`src/rtl/game_pkg.sv`:
```
// Shared types and widths for the paddle-game frame sequencer.
package game_pkg;

    // Top-level game phases.
    typedef enum logic [1:0] {
        ATTRACT = 2'd0,
        SERVE   = 2'd1,
        PLAY    = 2'd2,
        OVER    = 2'd3
    } game_state_t;

    localparam int SPEED_W = 3;
    localparam int LIVES_W = 3;

endpackage

```
`src/rtl/game_sequencer_if.sv`:
```
// Signal bundle between the frame sequencer and the rest of the game:
// frame/button/collision inputs in, update strobes and score state out.
interface game_seq_if
    import game_pkg::*;
#(
    parameter int SCORE_W = 8
);
    logic               frame_tick;
    logic               btn_up;
    logic               btn_down;
    logic               paddle_hit;
    logic               ball_miss;
    logic               paddle_step;
    logic               ball_step;
    logic               ball_center;
    logic               game_over;
    logic [LIVES_W-1:0] lives;
    logic [SCORE_W-1:0] score;
    logic [SPEED_W-1:0] speed;

    // Side that drives frame timing, buttons and collision pulses.
    modport master (
        output frame_tick, btn_up, btn_down, paddle_hit, ball_miss,
        input  paddle_step, ball_step, ball_center, game_over, lives, score, speed
    );

    // The sequencer itself.
    modport slave (
        input  frame_tick, btn_up, btn_down, paddle_hit, ball_miss,
        output paddle_step, ball_step, ball_center, game_over, lives, score, speed
    );
endinterface

```
`src/rtl/btn_edge.sv`:
```
// Rising-edge detector for one debounced button level. The edge is only
// reported once a real sample has been taken after reset, so a button held
// down through reset never looks like a fresh press.
module btn_edge (
    input  logic clk,
    input  logic reset,
    input  logic din,
    output logic rise
);
    logic prev_q;
    logic primed_q;

    // Keep last cycle's level and note that the history is now valid.
    always_ff @(posedge clk) begin
        if (reset) begin
            prev_q   <= 1'b0;
            primed_q <= 1'b0;
        end else begin
            prev_q   <= din;
            primed_q <= 1'b1;
        end
    end

    assign rise = primed_q & din & ~prev_q;
endmodule

```
`src/rtl/game_sequencer.sv`:
```
// Frame-level controller for the paddle game: ATTRACT/SERVE/PLAY/OVER
// sequencing, per-frame update strobes, lives, score and ball speed.
// Optional feature macro: GAME_SEQ_SPEEDUP_EN -- when defined, every
// HITS_PER_LEVEL paddle hits raise the ball speed up to MAX_SPEED; when
// undefined the hit counter is absent and speed stays at 1.
module game_sequencer
    import game_pkg::*;
#(
    parameter int LIVES          = 3,
    parameter int SERVE_FRAMES   = 60,
    parameter int SCORE_W        = 8,
    parameter int HITS_PER_LEVEL = 4,
    parameter int MAX_SPEED      = 4
) (
    input  logic       clk,
    input  logic       reset,
    game_seq_if.slave  bus
);
    localparam int SERVE_W = (SERVE_FRAMES > 1) ? $clog2(SERVE_FRAMES) : 1;
    localparam logic [SERVE_W-1:0] SERVE_LAST = SERVE_W'(SERVE_FRAMES - 1);
    localparam logic [LIVES_W-1:0] LIVES_INIT = LIVES_W'(LIVES);

    game_state_t        state_q;
    game_state_t        state_d;
    logic [SERVE_W-1:0] serve_cnt_q;
    logic [LIVES_W-1:0] lives_q;
    logic [SCORE_W-1:0] score_q;
    logic               paddle_step_q;
    logic               ball_step_q;

    logic up_rise;
    logic down_rise;
    logic press;
    logic new_game;
    logic serve_done;
    logic hit_ok;
    logic miss_ok;
    logic last_life;

    btn_edge u_up_edge (
        .clk   (clk),
        .reset (reset),
        .din   (bus.btn_up),
        .rise  (up_rise)
    );

    btn_edge u_down_edge (
        .clk   (clk),
        .reset (reset),
        .din   (bus.btn_down),
        .rise  (down_rise)
    );

    // Qualify raw inputs with the current phase; a miss always beats a hit.
    always_comb begin
        press      = up_rise | down_rise;
        new_game   = press & ((state_q == ATTRACT) | (state_q == OVER));
        serve_done = (state_q == SERVE) & bus.frame_tick & (serve_cnt_q == SERVE_LAST);
        miss_ok    = (state_q == PLAY) & bus.ball_miss;
        hit_ok     = (state_q == PLAY) & bus.paddle_hit & ~bus.ball_miss;
        last_life  = (lives_q == LIVES_W'(1));
    end

    // Phase register.
    always_ff @(posedge clk) begin
        if (reset) begin
            state_q <= ATTRACT;
        end else begin
            state_q <= state_d;
        end
    end

    // Next phase and the phase-derived level outputs.
    always_comb begin
        state_d         = state_q;
        bus.ball_center = 1'b0;
        bus.game_over   = 1'b0;
        case (state_q)
            ATTRACT: begin
                bus.ball_center = 1'b1;
                if (new_game) state_d = SERVE;
            end
            SERVE: begin
                bus.ball_center = 1'b1;
                if (serve_done) state_d = PLAY;
            end
            PLAY: begin
                if (miss_ok) state_d = last_life ? OVER : SERVE;
            end
            OVER: begin
                bus.game_over = 1'b1;
                if (new_game) state_d = SERVE;
            end
            default: state_d = ATTRACT;
        endcase
    end

    // Serve hold counter: frames spent centered, zero whenever not serving.
    always_ff @(posedge clk) begin
        if (reset || (state_q != SERVE)) begin
            serve_cnt_q <= '0;
        end else if (bus.frame_tick) begin
            serve_cnt_q <= serve_done ? '0 : serve_cnt_q + 1'b1;
        end
    end

    // Lives and score bookkeeping.
    always_ff @(posedge clk) begin
        if (reset || new_game) begin
            lives_q <= LIVES_INIT;
            score_q <= '0;
        end else if (miss_ok) begin
            lives_q <= lives_q - 1'b1;
        end else if (hit_ok && (score_q != {SCORE_W{1'b1}})) begin
            score_q <= score_q + 1'b1;
        end
    end

    // Per-frame update strobes: paddle moves while serving or playing,
    // the ball only moves while playing.
    always_ff @(posedge clk) begin
        if (reset) begin
            paddle_step_q <= 1'b0;
            ball_step_q   <= 1'b0;
        end else begin
            paddle_step_q <= bus.frame_tick & ((state_q == SERVE) | (state_q == PLAY));
            ball_step_q   <= bus.frame_tick & (state_q == PLAY);
        end
    end

`ifdef GAME_SEQ_SPEEDUP_EN
    localparam int HIT_W = (HITS_PER_LEVEL > 1) ? $clog2(HITS_PER_LEVEL) : 1;
    localparam logic [HIT_W-1:0]   HIT_LAST  = HIT_W'(HITS_PER_LEVEL - 1);
    localparam logic [SPEED_W-1:0] SPEED_MAX = SPEED_W'(MAX_SPEED);

    logic [HIT_W-1:0]   hit_cnt_q;
    logic [SPEED_W-1:0] speed_q;

    // Count hits toward the next level; speed survives misses, not new games.
    always_ff @(posedge clk) begin
        if (reset || new_game) begin
            hit_cnt_q <= '0;
            speed_q   <= SPEED_W'(1);
        end else if (hit_ok) begin
            if (hit_cnt_q == HIT_LAST) begin
                hit_cnt_q <= '0;
                if (speed_q < SPEED_MAX) speed_q <= speed_q + 1'b1;
            end else begin
                hit_cnt_q <= hit_cnt_q + 1'b1;
            end
        end
    end

    assign bus.speed = speed_q;
`else
    assign bus.speed = SPEED_W'(1);
`endif

    assign bus.paddle_step = paddle_step_q;
    assign bus.ball_step   = ball_step_q;
    assign bus.lives       = lives_q;
    assign bus.score       = score_q;
endmodule

```
`src/flat_wrapper.sv`:
```
// flat-port wrapper written by rule: the top's interface ports become plain ports
module game_sequencer_flat import game_pkg::*;
#(
    parameter int LIVES          = 3,
    parameter int SERVE_FRAMES   = 60,
    parameter int SCORE_W        = 8,
    parameter int HITS_PER_LEVEL = 4,
    parameter int MAX_SPEED      = 4
)
  (clk, reset, bus_frame_tick, bus_btn_up, bus_btn_down, bus_paddle_hit, bus_ball_miss, bus_paddle_step, bus_ball_step, bus_ball_center, bus_game_over, bus_lives, bus_score, bus_speed);
  game_seq_if #(.SCORE_W(SCORE_W)) bus_i ();
  input  logic clk;
  input  logic reset;
  input wire logic [$bits(bus_i.frame_tick)-1:0] bus_frame_tick;
  input wire logic [$bits(bus_i.btn_up)-1:0] bus_btn_up;
  input wire logic [$bits(bus_i.btn_down)-1:0] bus_btn_down;
  input wire logic [$bits(bus_i.paddle_hit)-1:0] bus_paddle_hit;
  input wire logic [$bits(bus_i.ball_miss)-1:0] bus_ball_miss;
  output wire logic [$bits(bus_i.paddle_step)-1:0] bus_paddle_step;
  output wire logic [$bits(bus_i.ball_step)-1:0] bus_ball_step;
  output wire logic [$bits(bus_i.ball_center)-1:0] bus_ball_center;
  output wire logic [$bits(bus_i.game_over)-1:0] bus_game_over;
  output wire logic [$bits(bus_i.lives)-1:0] bus_lives;
  output wire logic [$bits(bus_i.score)-1:0] bus_score;
  output wire logic [$bits(bus_i.speed)-1:0] bus_speed;
  assign bus_i.frame_tick = bus_frame_tick;
  assign bus_i.btn_up = bus_btn_up;
  assign bus_i.btn_down = bus_btn_down;
  assign bus_i.paddle_hit = bus_paddle_hit;
  assign bus_i.ball_miss = bus_ball_miss;
  assign bus_paddle_step = bus_i.paddle_step;
  assign bus_ball_step = bus_i.ball_step;
  assign bus_ball_center = bus_i.ball_center;
  assign bus_game_over = bus_i.game_over;
  assign bus_lives = bus_i.lives;
  assign bus_score = bus_i.score;
  assign bus_speed = bus_i.speed;
  game_sequencer #(.LIVES(LIVES), .SERVE_FRAMES(SERVE_FRAMES), .SCORE_W(SCORE_W), .HITS_PER_LEVEL(HITS_PER_LEVEL), .MAX_SPEED(MAX_SPEED)) u_core (.clk(clk), .reset(reset), .bus(bus_i));
endmodule
```
`config.mk`:
```
export PLATFORM = sky130hd
export DESIGN_NAME = game_sequencer_flat
export DESIGN_NICKNAME = d
export VERILOG_FILES = /design/src/rtl/game_pkg.sv /design/src/rtl/game_sequencer_if.sv /design/src/rtl/btn_edge.sv /design/src/rtl/game_sequencer.sv /design/src/flat_wrapper.sv
export SDC_FILE = /design/constraint.sdc
export NUM_CORES = 1
export LEC_CHECK = 0
export CORE_MARGIN = 2
export CORE_UTILIZATION = 50
export CTS_CLUSTER_DIAMETER = 30
export DETAILED_ROUTE_END_ITERATION = 12
export PLACE_DENSITY = 0.75
export SLEW_MARGIN = 10
export SYNTH_ARGS = -nofsm -noshare
export SYNTH_HDL_FRONTEND = slang
export SYNTH_SLANG_ARGS = --single-unit
```
`constraint.sdc`:
```
create_clock -name clk -period 2 [get_ports clk]
set_input_delay 0.4 -clock clk [delete_from_list [all_inputs] [get_ports clk]]
set_output_delay 0.4 -clock clk [all_outputs]
set_load 0.01 [all_outputs]
```
======== Word level (Yosys, flattened, before mapping) ========
Index checks and enable logic that the tools add are counted.
word-level totals
  output and inout bits ................... 18
  bits in registers ....................... 24
  bits of input ports ..................... 7
  logic and storage cells ................. 58
cells by class
  equal/unequal tests ..................... 10
  $add $sub $neg .......................... 3
  reductions and logical operators ........ 8
  bitwise gates (word level) .............. 19
  muxes and demuxes ....................... 9
operator list
  operator             number
  $and 1x1->1          12
  $add 8x1->8 const B  1
  $mux 2               4
  $ne 2x1->1 const B   4
  $ne 8x8->1 const B   1
  $add 6x1->6 const B  1
  $eq 6x6->1 const B   1
  $mux 6               1
  $pmux 2 s3           1
  $eq 2x2->1 const B   2
  $not 1->1            4
  $reduce_or 2->1      2
  $eq 3x1->1 const B   1
  $mux 1               3
  $or 1x1->1           3
  $reduce_and 3->1     1
  $sub 3x1->3 const B  1
  $eq 2x1->1 const B   1
  $logic_not 2->1      1
  $logic_or 1x1->1     2
  $reduce_and 2->1     1
  $logic_and 1x1->1    1

======== Depth between registers and ports, before layout ========
  word-level depth ........................ 6
  gate-level depth with buffers ........... 6
  gate-level depth less buffers ........... 6

======== Cells and area by module ========
From an unflattened synthesis, not the netlist that was laid out.
unflattened totals
  cells, all modules ...................... 132
  area, all modules ....................... 1,199.9 µm²
modules (own cells, without submodules)
  module          times used  area each (µm²)  seq. area each (µm²)  cells each
  game_sequencer  1           1,082.3          420.4                 122
  btn_edge        2           58.8             40.0                  5

======== Worst setup path before layout ========
No wires, ideal clock.
  kind .................................... reg-to-reg
  start point ............................. register u_core.score_q[0] (netlist: u_core.bus.score[0])
  end point ............................... register u_core.score_q[7] (netlist: u_core.bus.score[7])
  stages on the path, launching flop included .. 7
  path buffers ............................ 1
  arrival ................................. 1.380 ns
  required time ........................... 1.883 ns
  clock period less this slack ............ 1.497 ns
  slack ................................... 0.503 ns
  library setup time ...................... 0.117 ns
  cells stage by stage .................... dfxtp_1 ha_1 and4_1 buf_6 nor4_4 xnor2_1 nor2_1
on the way
  cells in the longest elaborated chain, start to end .. 3
  elaborated cells between the ends (all ways) .. 4
  those cells by class .................... add/sub (1); eq/ne (1); reduce/logical (2)
RTL lines
  element                                                              RTL line               source
  start, declared                                                      game_sequencer.sv:27   logic [SCORE_W-1:0] score_q;
  start signal, assigned                                               game_sequencer.sv:115  score_q <= score_q + 1'b1;
  parallel branches: the longest is 3 deep, another holds $add 8x1->8  --
Several ways; the timed one is not identified.
A chain may end at the register's enable or synchronous reset.

======== Final worst setup path ========
  start point ............................. register u_core.state_q[1]
  end point ............................... output bus_ball_center
on the way
  cells in the longest elaborated chain, start to end .. 3
  elaborated cells between the ends (all ways) .. 4
  those cells by class .................... eq/ne (1); mux (1); reduce/logical (2)
RTL lines
  element                                        RTL line              source
  start, declared                                game_sequencer.sv:23  game_state_t state_q;
  start signal, assigned                         game_sequencer.sv:69  state_q <= state_d;
  $eq 2x1->1 or $logic_not 2->1 (tied branches)  game_sequencer.sv:78  case (state_q)
  $reduce_or 2->1 (no source line) (*)           --
  $mux 1 (*)                                     game_sequencer.sv:78
  end, declared                                  flat_wrapper.sv:21    output wire logic [$bits(bus_i.ball_center)-1:0] bus_ball_center;
Mark *: on every way between the ends. The rest lies on a longest branch, timed or not.

==> impl_metrics.tcl <==
set metrics [dict create \
    grt_pass1_wl_um 3820 \
    synthXorXnorAreaFrac_pct 7.24 \
    ff_latch_area_um2 483 \
    drt_wl_total_um 2170 \
    rows 17 \
    pre_cts_slack_ns 0.141 \
    rr_endpoint "u_core.bus.score[1]" \
    cts_setup_buffers 0 \
    worstRegToRegCells 5 \
    multiInputGateArea_um2 667 \
    synth_seq_area_share_pct 39.7 \
    fillers 219 \
    synth_area_leaders "dfxtp_1 (40%), ha_1 (8.3%), nor2_1 (5.6%)" \
    required_ns 1.60 \
    peakVddDrop_uv 637 \
    place_congestion 0.760 \
    synth.largest_area_cell "dfxtp_1" \
    cp_max_fo 5 \
    synth_cells 133 \
    cts.path.max_buffers 2 \
    die-area_um2 2830 \
    die_height_um 53.2 \
    cts-root-buf "clkbuf_4" \
    layout_min_cycle_time_ns 1.91 \
    power_leakage_nw 0.565 \
    boundaryPins 25 \
    drt_iter0_markers 7 \
    cp-end-kind "output port" \
    synthArstFlopShare_pct 0 \
    drv_cap 0 \
    synth_top_family_by_area "simple AND/OR/NAND/NOR gates" \
    yosysMostFrequentCell "dfxtp_1" \
    initial_core_util_pct 53.7 \
    syn-cell-area_um2 1210 \
    synthTopCellsByCount "dfxtp_1 (24), nor2_1 (18), nand2_1 (10)" \
    holdCritStartpoint "u_core.serve_cnt_q[1]" \
    finalHoldViolCount 0 \
    yosys.area.top_type_share_pct 39.7 \
    numPortBuffers 21 \
    synth-edff-count 0 \
    min_path_cells 2 \
    wl_per_cell_um 11.8 \
    fmax_ghz 0.523 \
    synthAdderAreaFrac_pct 8.27 \
    synthFlopType "dfxtp_1" \
    rr_startpoint "u_core.bus.score[0]" \
    antenna_cells 0 \
    ys_warn_count 0 \
    dr.pass1.iters 4 \
    ys_ff_latch 24 \
    min_to "u_core.serve_cnt_q[1]" \
    finalMaxSlewViolations 0 \
    ant_nets 0 \
    rsz0062_at_grt "false" \
    status "finished, final reports clean" \
    cts_made_buffers 3 \
    dp_hpwl_um 1670 \
    arrival_ns 1.51 \
    vias 961 \
    grt_pass1_vias 899 \
    drive_above_1_share_pct 9.62 \
    ys_types 36 \
    synthSimpleGateAreaFrac_pct 27.1 \
    setup_violations 0 \
    synth_compound_area_share_pct 9.72 \
    core_um2 2250 \
    cp-start-kind "register" \
    drc 0 \
    clk_pin_slew_worst_paths_ns 0.13 \
    fp.dieW_um 53.2 \
    hp-class "register to register" \
    overflow 0 \
    grt.total_usage_pct 18.6 \
    crit_type "register to output port" \
    powerDensity_nw_per_um2 774 \
    antenna_found_initial 0 \
    nets 173 \
    setup_slack_ns 0.0888 \
    via_per_inst 5.22 \
    clock_skew_ns 0.00766 \
    cts_tree "built" \
    final.setup.tns_ns 0 \
    syn_to_final_growth_pct 21.4 \
    regToRegSetupSlack_ns 0.36 \
    h-tree-depth 1 \
    cts.sinks 24 \
    post-route-period-util_pct 95.6 \
    syn_avg_cell_area_um2 9.10 \
    grt_max_degree 13 \
    synth.area.mux_share_pct 1.65 \
    insertion_delay_ns 0.31 \
]
## state kept, by name (all words and copies together), names as in the netlist
name and count:
u_core.bus.score 8, u_core.serve_cnt_q 6, u_core.bus.lives 3, u_core.state_q 2, u_core.bus.ball_step 1, u_core.bus.paddle_step 1, u_core.u_down_edge.prev_q 1, u_core.u_up_edge.prev_q 1
u_core.u_up_edge.primed_q 1
## repair_timing
action	CTS	global route
cloned	0	0
hold buffers	0	0
pin swaps	0	0
gates resized for setup	2	2
setup endpoints to repair	1	1
## area by class of cell
cell class,count,share of cell area (%)
multi-input cells,97,45.4
repair buffers,24,15.8
inverters,8,2.04
well taps,28,2.39
clock buffers,3,1.53
flip-flops and latches,24,32.9
## stage by stage
stage	area (µm²)	hold WS, ns	instances	utilization (%)	power, mW
after floorplan	1210	0.453	134	-	0.814
after global placement	1440	0.470	181	64.0	0.934
after detailed placement	1440	0.476	181	64.0	0.945
after CTS	1470	0.494	184	65.0	1.14
after global routing	1470	0.524	184	65.1	1.21
final	1470	0.493	184	65.1	1.14
## where the power goes
group | switching (mW) | internal, mW
clock network | 0.137 | 0.0704
registers | 0.0286 | 0.522
logic | 0.201 | 0.178
total | 0.367 | 0.770
## cell families (layout without fill, tap and decap cells)
kind of cell               count (synthesis)  in the layout
other                                      2              3
DFF                                       24             24
buffers and inverters                     13             35
xor gates and xnor gates                  10             10
AOI/OAI and AO/OA                         15             15
and+or+nand+nor                           59             59
adders and majority gates                  8              8
muxes                                      2              2
## per-layer routing
metal / GRT usage [%] / share of wire, % / vias to the layer above
li1: - / - / 495
met5: 0 / 0 / -
met1: 24.4 / 49 / 447
met2: 29.8 / 47 / 15
met3: 2.54 / 2.3 / 4
met4: 8.97 / 1.5 / 0
## how the worst max path moves through the flow
stage,startpoint,end,slack (ns),depth (start not counted)
6_report,u_core.state_q[1],bus_ball_center,0.09,4
5_1_grt,u_core.state_q[0],bus_ball_center,0.03,4
2_1_floorplan,u_core.bus.score[0],u_core.bus.score[7],0.50,6
3_3_place_gp,u_core.state_q[1],bus_ball_center,0.20,4
3_5_place_dp,bus_ball_miss,u_core.bus.score[5],0.14,5
4_1_cts,u_core.state_q[1],bus_ball_center,0.02,4
## layout by cell type (no fill, tap or decap), types with 2 or more instances in the layout
master and count:
nand4_1 3, and3_1 4, nor2b_1 5, dfxtp_2 2, nand2_1 10, ha_1 7
xnor2_1 5, nand3_1 7, nor4_4 2, xor2_1 5, nand3b_1 2, inv_1 8
a211oi_1 3, mux2i_1 2, conb_1 3, clkdlybuf4s50_1 20, dfxtp_1 22, nor3_1 3
buf_4 3, a21oi_1 2, nor2_1 18, clkbuf_4 3
## worst max-delay path: stages (launching register included)
cell,delay (ns)
dfxtp_2,0.37
inv_1,0.06
ha_2,0.20
or2_2,0.28
dlygate4sd2_1,0.29
(Power assumes the default switching activity.)
